--- config.mk ---
export PLATFORM = sky130hd
export DESIGN_NAME = demux_sel_sequencer
export DESIGN_NICKNAME = d
export VERILOG_FILES = /design/src/rtl/demux_sel_sequencer.sv
export SDC_FILE = /design/constraint.sdc
export NUM_CORES = 1
export LEC_CHECK = 0
export ABC_CLOCK_PERIOD_IN_PS = 2250
export CELL_PAD_IN_SITES_DETAIL_PLACEMENT = 0
export CELL_PAD_IN_SITES_GLOBAL_PLACEMENT = 1
export CORE_AREA = 2 2 70 72
export CTS_CLUSTER_DIAMETER = 150
export DETAILED_ROUTE_END_ITERATION = 8
export DIE_AREA = 0 0 72 74
export GPL_TIMING_DRIVEN = 0
export HOLD_SLACK_MARGIN = 0.03
export PLACE_DENSITY_LB_ADDON = 0.1
export SLEW_MARGIN = 10
export SYNTH_ARGS = -nofsm -noshare
export SYNTH_HDL_FRONTEND = slang
export SYNTH_SLANG_ARGS = --single-unit
--- constraint.sdc ---
create_clock -name clk -period 2.25 [get_ports clk]
set_input_delay 0.3375 -clock clk [delete_from_list [all_inputs] [get_ports clk]]
set_output_delay 0.3375 -clock clk [all_outputs]
set_load 0.02 [all_outputs]
--- src/rtl/demux_sel_sequencer.sv ---
// Sequencer that walks the enabled channels of a 1-to-4 demux. Each channel is held
// for a programmable dwell, and data_in is routed to the demux with one cycle of latency.
module demux_sel_sequencer #(
  parameter int unsigned DWELL_W = 8
) (
  input  logic               clk,
  input  logic               rst,
  input  logic               start,
  input  logic               stop,
  input  logic               loop,
  input  logic [3:0]         mask,
  input  logic [DWELL_W-1:0] dwell,
  input  logic               data_in,
  output logic [1:0]         sel,
  output logic               in,
  output logic               busy,
  output logic               done
);

  typedef enum logic [1:0] {IDLE, RUN, DONE} state_t;

  state_t             state_q;
  logic [1:0]         sel_q;
  logic               in_q;
  logic               busy_q;
  logic               done_q;
  logic [DWELL_W-1:0] cnt_q;
  logic [DWELL_W-1:0] dwell_q;
  logic [3:0]         mask_q;
  logic               loop_q;

  logic [DWELL_W-1:0] dwell_d;
  logic [DWELL_W-1:0] cnt_d;
  logic [1:0]         adv_sel_d;
  logic               adv_valid_d;
  logic               dwell_end_d;

  function automatic logic [1:0] lowest_ch(input logic [3:0] m);
    logic [1:0] ch;
    ch = 2'd0;
    for (int i = 3; i >= 0; i--) begin
      if (m[i]) ch = 2'(i);
    end
    return ch;
  endfunction

  // Next higher enabled channel above the current select, plus the dwell bookkeeping.
  always_comb begin
    adv_valid_d = 1'b0;
    adv_sel_d   = sel_q;
    for (int i = 3; i >= 0; i--) begin
      if (mask_q[i] && (2'(i) > sel_q)) begin
        adv_valid_d = 1'b1;
        adv_sel_d   = 2'(i);
      end
    end
    dwell_d     = (dwell == '0) ? DWELL_W'(1) : dwell;
    cnt_d       = cnt_q + DWELL_W'(1);
    dwell_end_d = (cnt_q == (dwell_q - DWELL_W'(1)));
  end

  always_ff @(posedge clk) begin
    if (rst) begin
      state_q <= IDLE;
      sel_q   <= 2'd0;
      in_q    <= 1'b0;
      busy_q  <= 1'b0;
      done_q  <= 1'b0;
      cnt_q   <= '0;
      dwell_q <= '0;
      mask_q  <= 4'd0;
      loop_q  <= 1'b0;
    end else begin
      done_q <= 1'b0;
      in_q   <= 1'b0;
      unique case (state_q)
        IDLE: begin
          if (start && (mask != 4'd0)) begin
            state_q <= RUN;
            mask_q  <= mask;
            loop_q  <= loop;
            dwell_q <= dwell_d;
            sel_q   <= lowest_ch(mask);
            cnt_q   <= '0;
            busy_q  <= 1'b1;
          end
        end
        RUN: begin
          // stop wins over any advance or completion on the same edge
          if (stop) begin
            state_q <= IDLE;
            busy_q  <= 1'b0;
            cnt_q   <= '0;
          end else if (dwell_end_d) begin
            cnt_q <= '0;
            if (adv_valid_d) begin
              sel_q <= adv_sel_d;
              in_q  <= data_in;
            end else if (loop_q) begin
              sel_q <= lowest_ch(mask_q);
              in_q  <= data_in;
            end else begin
              state_q <= DONE;
              busy_q  <= 1'b0;
              done_q  <= 1'b1;
            end
          end else begin
            cnt_q <= cnt_d;
            in_q  <= data_in;
          end
        end
        DONE: begin
          state_q <= IDLE;
        end
        default: begin
          state_q <= IDLE;
          busy_q  <= 1'b0;
        end
      endcase
    end
  end

  assign sel  = sel_q;
  assign in   = in_q;
  assign busy = busy_q;
  assign done = done_q;

endmodule

======== Word level (Yosys, flattened, before mapping) ========
Cells that the tools add are included.
storage, ports and cells
  input bits .............................. 18
  output and inout port bits .............. 5
  register bits after elaboration ......... 28
  word-level logic and storage cells ...... 88
operators by class
  bitwise gates (word level) .............. 3
  magnitude comparators ................... 4
  equality and inequality tests ........... 11
  reductions and logical operators ........ 16
  $add $sub $neg .......................... 2
  mux-type cells .......................... 43
operators with widths
  operator             count
  $mux 2               22
  $mux 8               4
  $pmux 8 s2           1
  $mux 1               13
  $ne 3x3->1 const B   4
  $add 8x1->8 const B  1
  $eq 8x8->1           1
  $logic_not 8->1      1
  $pmux 2 s2           2
  $sub 8x1->8 const B  1
  $ne 2x2->1 const B   3
  $ne 6x6->1 const B   1
  $reduce_and 6->1     1
  $logic_and 1x1->1    5
  $reduce_and 5->1     1
  $reduce_or 5->1      1
  $gt 1x2->1 const A   2
  $gt 2x2->1 const A   2
  $reduce_and 2->1     2
  $reduce_and 4->1     1
  $reduce_bool 4->1    1
  $not 1->1            3
  $pmux 1 s3           1
  $reduce_or 3->1      1
  4 further kinds      4

======== Longest topological paths before layout ========
  depth after elaboration ................. 10
  mapped depth ............................ 9
  mapped depth without buffers ............ 8

======== Worst setup path after synthesis ========
No wires, ideal clock.
  path kind ............................... reg2reg
  start ................................... register dwell_q[0]
  end ..................................... register cnt_q[1]
  setup slack ............................. 0.021 ns
  cell stages (with the launch flop) ...... 8
  required time ........................... 2.122 ns
  path buffers ............................ 1
  data arrival time ....................... 2.102 ns
  period minus slack after synthesis ...... 2.229 ns
  path through ............................ dfxtp_1 -> or4_4 -> or4b_4 -> a21oi_2 -> o311ai_4 -> buf_6 -> a32oi_1 -> nor2_1
between the ends
  longest elaborated chain between the ends .. 5
ends and longest elaborated chain
  item                    line  text
  start, declared         28    logic [DWELL_W-1:0] dwell_q;
  start signal, assigned  82    dwell_q <= dwell_d;
  $sub 8x1->8             59    dwell_end_d = (cnt_q == (dwell_q - DWELL_W'(1)));
  $eq 8x8->1              59
  $mux 8                  94    end else if (dwell_end_d) begin
  $mux 8                  90    if (stop) begin
  $pmux 8 s2              76    unique case (state_q)
  end signal, assigned    108   cnt_q <= cnt_d;
  end, declared           27    logic [DWELL_W-1:0] cnt_q;
Every way passes these cells.
A chain may end at the register's enable or synchronous reset.

======== Final worst setup path ========
  start ................................... register dwell_q[1]
  end ..................................... register cnt_q[1]
The elaborated chain is that of the path after synthesis.

==> flow_metrics.tcl <==
set metrics [dict create \
    crit_path_max_incr_delay_ns 0.57 \
    synth_warnings 0 \
    postRouteAntennaNets 0 \
    clock.fmax_ghz 0.4239 \
    startpoint_type "flop" \
    initial_utilization_pct 34.53 \
    fin_crit_ns 2.359 \
    htree_levels 1 \
    routed_wl_um 4126 \
    synth_edf_count 0 \
    initialDrtViolationCount 27 \
    combPwrFrac_pct 21.6 \
    hpwl_um 3104 \
    critPathRequiredTime_ns 2.41 \
    syn_area_um2 1588 \
    antenna_found_initial 0 \
    synthTopCellsByCount "33 x nand2_1, 28 x dfxtp_1, 20 x nor2_1, 19 x a21oi_1, 10 x nor3_1" \
    place_area_um2 1876 \
    drv_slew 0 \
    cts_buffers 3 \
    hold_viol_final 0 \
    crit_buf_inv 1 \
    routedWlPerCell_um 14.58 \
    gr-max-usage-layer "met2" \
    async_flop_share_pct 0 \
    syn-num-nets 219 \
    reg2reg_depth 7 \
    p_sw_share_pct 28.25 \
    syn_inst 199 \
    antenna_cells 0 \
    ys_seq_area_share_pct 35.30 \
    grt_pass1_vias 1471 \
    fin_area_um2 2046 \
    die_area_um2 5328 \
    yosys.area.top_type "dfxtp_1" \
    fin_nets 250 \
    rsz0062_at_grt "true" \
    maxCapViolCount 0 \
    synth-seq-cells 28 \
    fin_crit_sh_pct 104.9 \
    drcViolationCount 0 \
    crit_type "flop to flop" \
    cts_hold_buf 0 \
    grt_max_degree 16 \
    crit_family "simple AND/OR/NAND/NOR gates" \
    final_cells 283 \
    power_mw 1.097 \
    clock_skew_ns 0.001540 \
    place.gp.congestion 0.7925 \
    yosysMostFrequentCell "nand2_1" \
    routed_via_density 5.297 \
    drtPass1Iterations 4 \
    cts_tree "yes" \
    power.leakage_nw 0.7517 \
    gr-usage-met2_pct 31.17 \
    setup_viol 12 \
    hold_class "flop to flop" \
    synth_top_area_share_pct 35.30 \
    relSlewSlack_pct 29.75 \
    vdd_drop_max_mv 0.2565 \
    status "finished, violations left" \
    worst_pin_slew_ns 1.043 \
    grt_use_met3_pct 2.981 \
    cp_num_cells 7 \
    grt_util_all_layers_pct 16.81 \
    grt_first_pass_wirelength_um 7079 \
    io_pins 23 \
    row_count 25 \
    gr-usage-met1_pct 19.72 \
    drive_gt1_share_pct 15.28 \
    cp-end-kind "flop" \
    clock-root-buffer "clkbuf_8" \
    grt.overflow.total 0 \
    power_per_cell_area_nw_per_um2 536.1 \
    yosys-top-cells-area "dfxtp_1 35%, nand2_1 7.8%, a21oi_1 6.0%" \
    io_buffers 22 \
    die_w_um 72 \
    setup_ws_ns -0.1093 \
    cp.arrival_ns 2.52 \
    clockBufferDepth 2 \
    clock_latency_ns 0.27 \
    area_delta_synth_final_pct 28.84 \
    power_frac_seq_pct 49.6 \
    clk_pin_slew_ns 0.10 \
    p_sw_mw 0.3099 \
    vias 1499 \
    critPathMaxFanout 7 \
    violations "negative setup slack" \
    clock_sinks 28 \
    die_h_um 74 \
    core_area_um2 4598 \
    synth.avg_cell_area_um2 7.979 \
    dp.cells 275 \
    crit_path_cell_trace "or4_4 -> or4b_4 -> a21oi_4 -> o311ai_4 -> buf_6 -> a32oi_1 -> nor2_1" \
    slowest_stage "or4_4" \
    yosysUniqueCellTypes 46 \
    intPower_mw 0.7869 \
    hold_ws_ns 0.4764 \
    min_path_cells 2 \
    pwr-share-clk_pct 28.8 \
    synthFlopType "dfxtp_1" \
]
[registers in the layout, indices dropped and copies added (netlist names)]
signal,count
loop_q,1
dwell_q,8
mask_q,4
busy,1
in,1
done,1
cnt_q,8
state_q,2
sel,2
[cell families after synthesis]
logic type | Yosys count | share of synthesized area, %
simple gates | 93 | 29.55
compound gates | 47 | 20.02
flops | 28 | 35.30
buf+inv | 15 | 5.437
xor+xnor | 9 | 4.964
mux | 5 | 3.152
fa+ha+maj | 2 | 1.576
[timing repair]
| action | in CTS | in global routing |
|---|---|---|
| resized for setup | 13 | 15 |
| pin swaps | 7 | 6 |
| endpoints found under the setup margin | 24 | 25 |
| gates cloned | 1 | 0 |
| setup buffers | 2 | 1 |
[path summary, 6_finish.rpt]
path | from | endpoint | slack [ns]
setup / recovery | dwell_q[1] | cnt_q[1] | -0.11
hold / removal | dwell_q[7] | dwell_q[7] | 0.48
setup reg to reg | dwell_q[1] | cnt_q[1] | -0.11
hold reg to reg | dwell_q[7] | dwell_q[7] | 0.48
[stage by stage]
stage          util [%]  setup TNS (ns)  worst slack, ns
2_1_floorplan         -               0          0.02090
3_3_place_gp      40.79          -5.034          -0.3180
3_5_place_dp      40.79          -4.851          -0.3245
4_1_cts           43.18          -1.208          -0.1000
5_1_grt           44.49          -1.691          -0.1692
6_report          44.49         -0.5542          -0.1093
[cells in the final DEF, fill, tap and decap left out, types with 6 or more instances in the layout]
cell / Yosys / final
inv_1: 6 / 6
clkdlybuf4s50_1: 0 / 22
nor2_1: 20 / 20
dfxtp_1: 28 / 25
nand3_1: 8 / 7
nand2_1: 33 / 31
a21oi_1: 19 / 19
nor3_1: 10 / 9
[worst min-delay path: stages, from the launching register on]
cell	delay (ns)
dfxtp_1	0.33
nand2_1	0.06
a21oi_1	0.05
[per-layer routing]
layer,part of all wire (%),wire length [µm]
met2,52,2146
met3,2.2,91
met5,0,0
met4,1.2,51
met1,44,1836
[layout make-up]
class | count | area (µm²)
fillers | 477 | 2552
multi-input cells | 156 | 1013
flip-flops and latches | 28 | 564.3
repair buffers | 26 | 257.7
well taps | 54 | 67.56
plain buffers | 9 | 65.06
clock buffers | 4 | 55.05
inverters | 6 | 22.52
[power by group through the flow]
stage | logic (mW) | clock network (mW) | registers [mW]
floorplan | 0.138 | 0 | 0.551
global placement | 0.211 | 0 | 0.553
detailed placement | 0.215 | 0 | 0.554
CTS | 0.228 | 0.323 | 0.543
global route | 0.263 | 0.348 | 0.548
finish | 0.237 | 0.316 | 0.544
(Power assumes the default switching activity.)
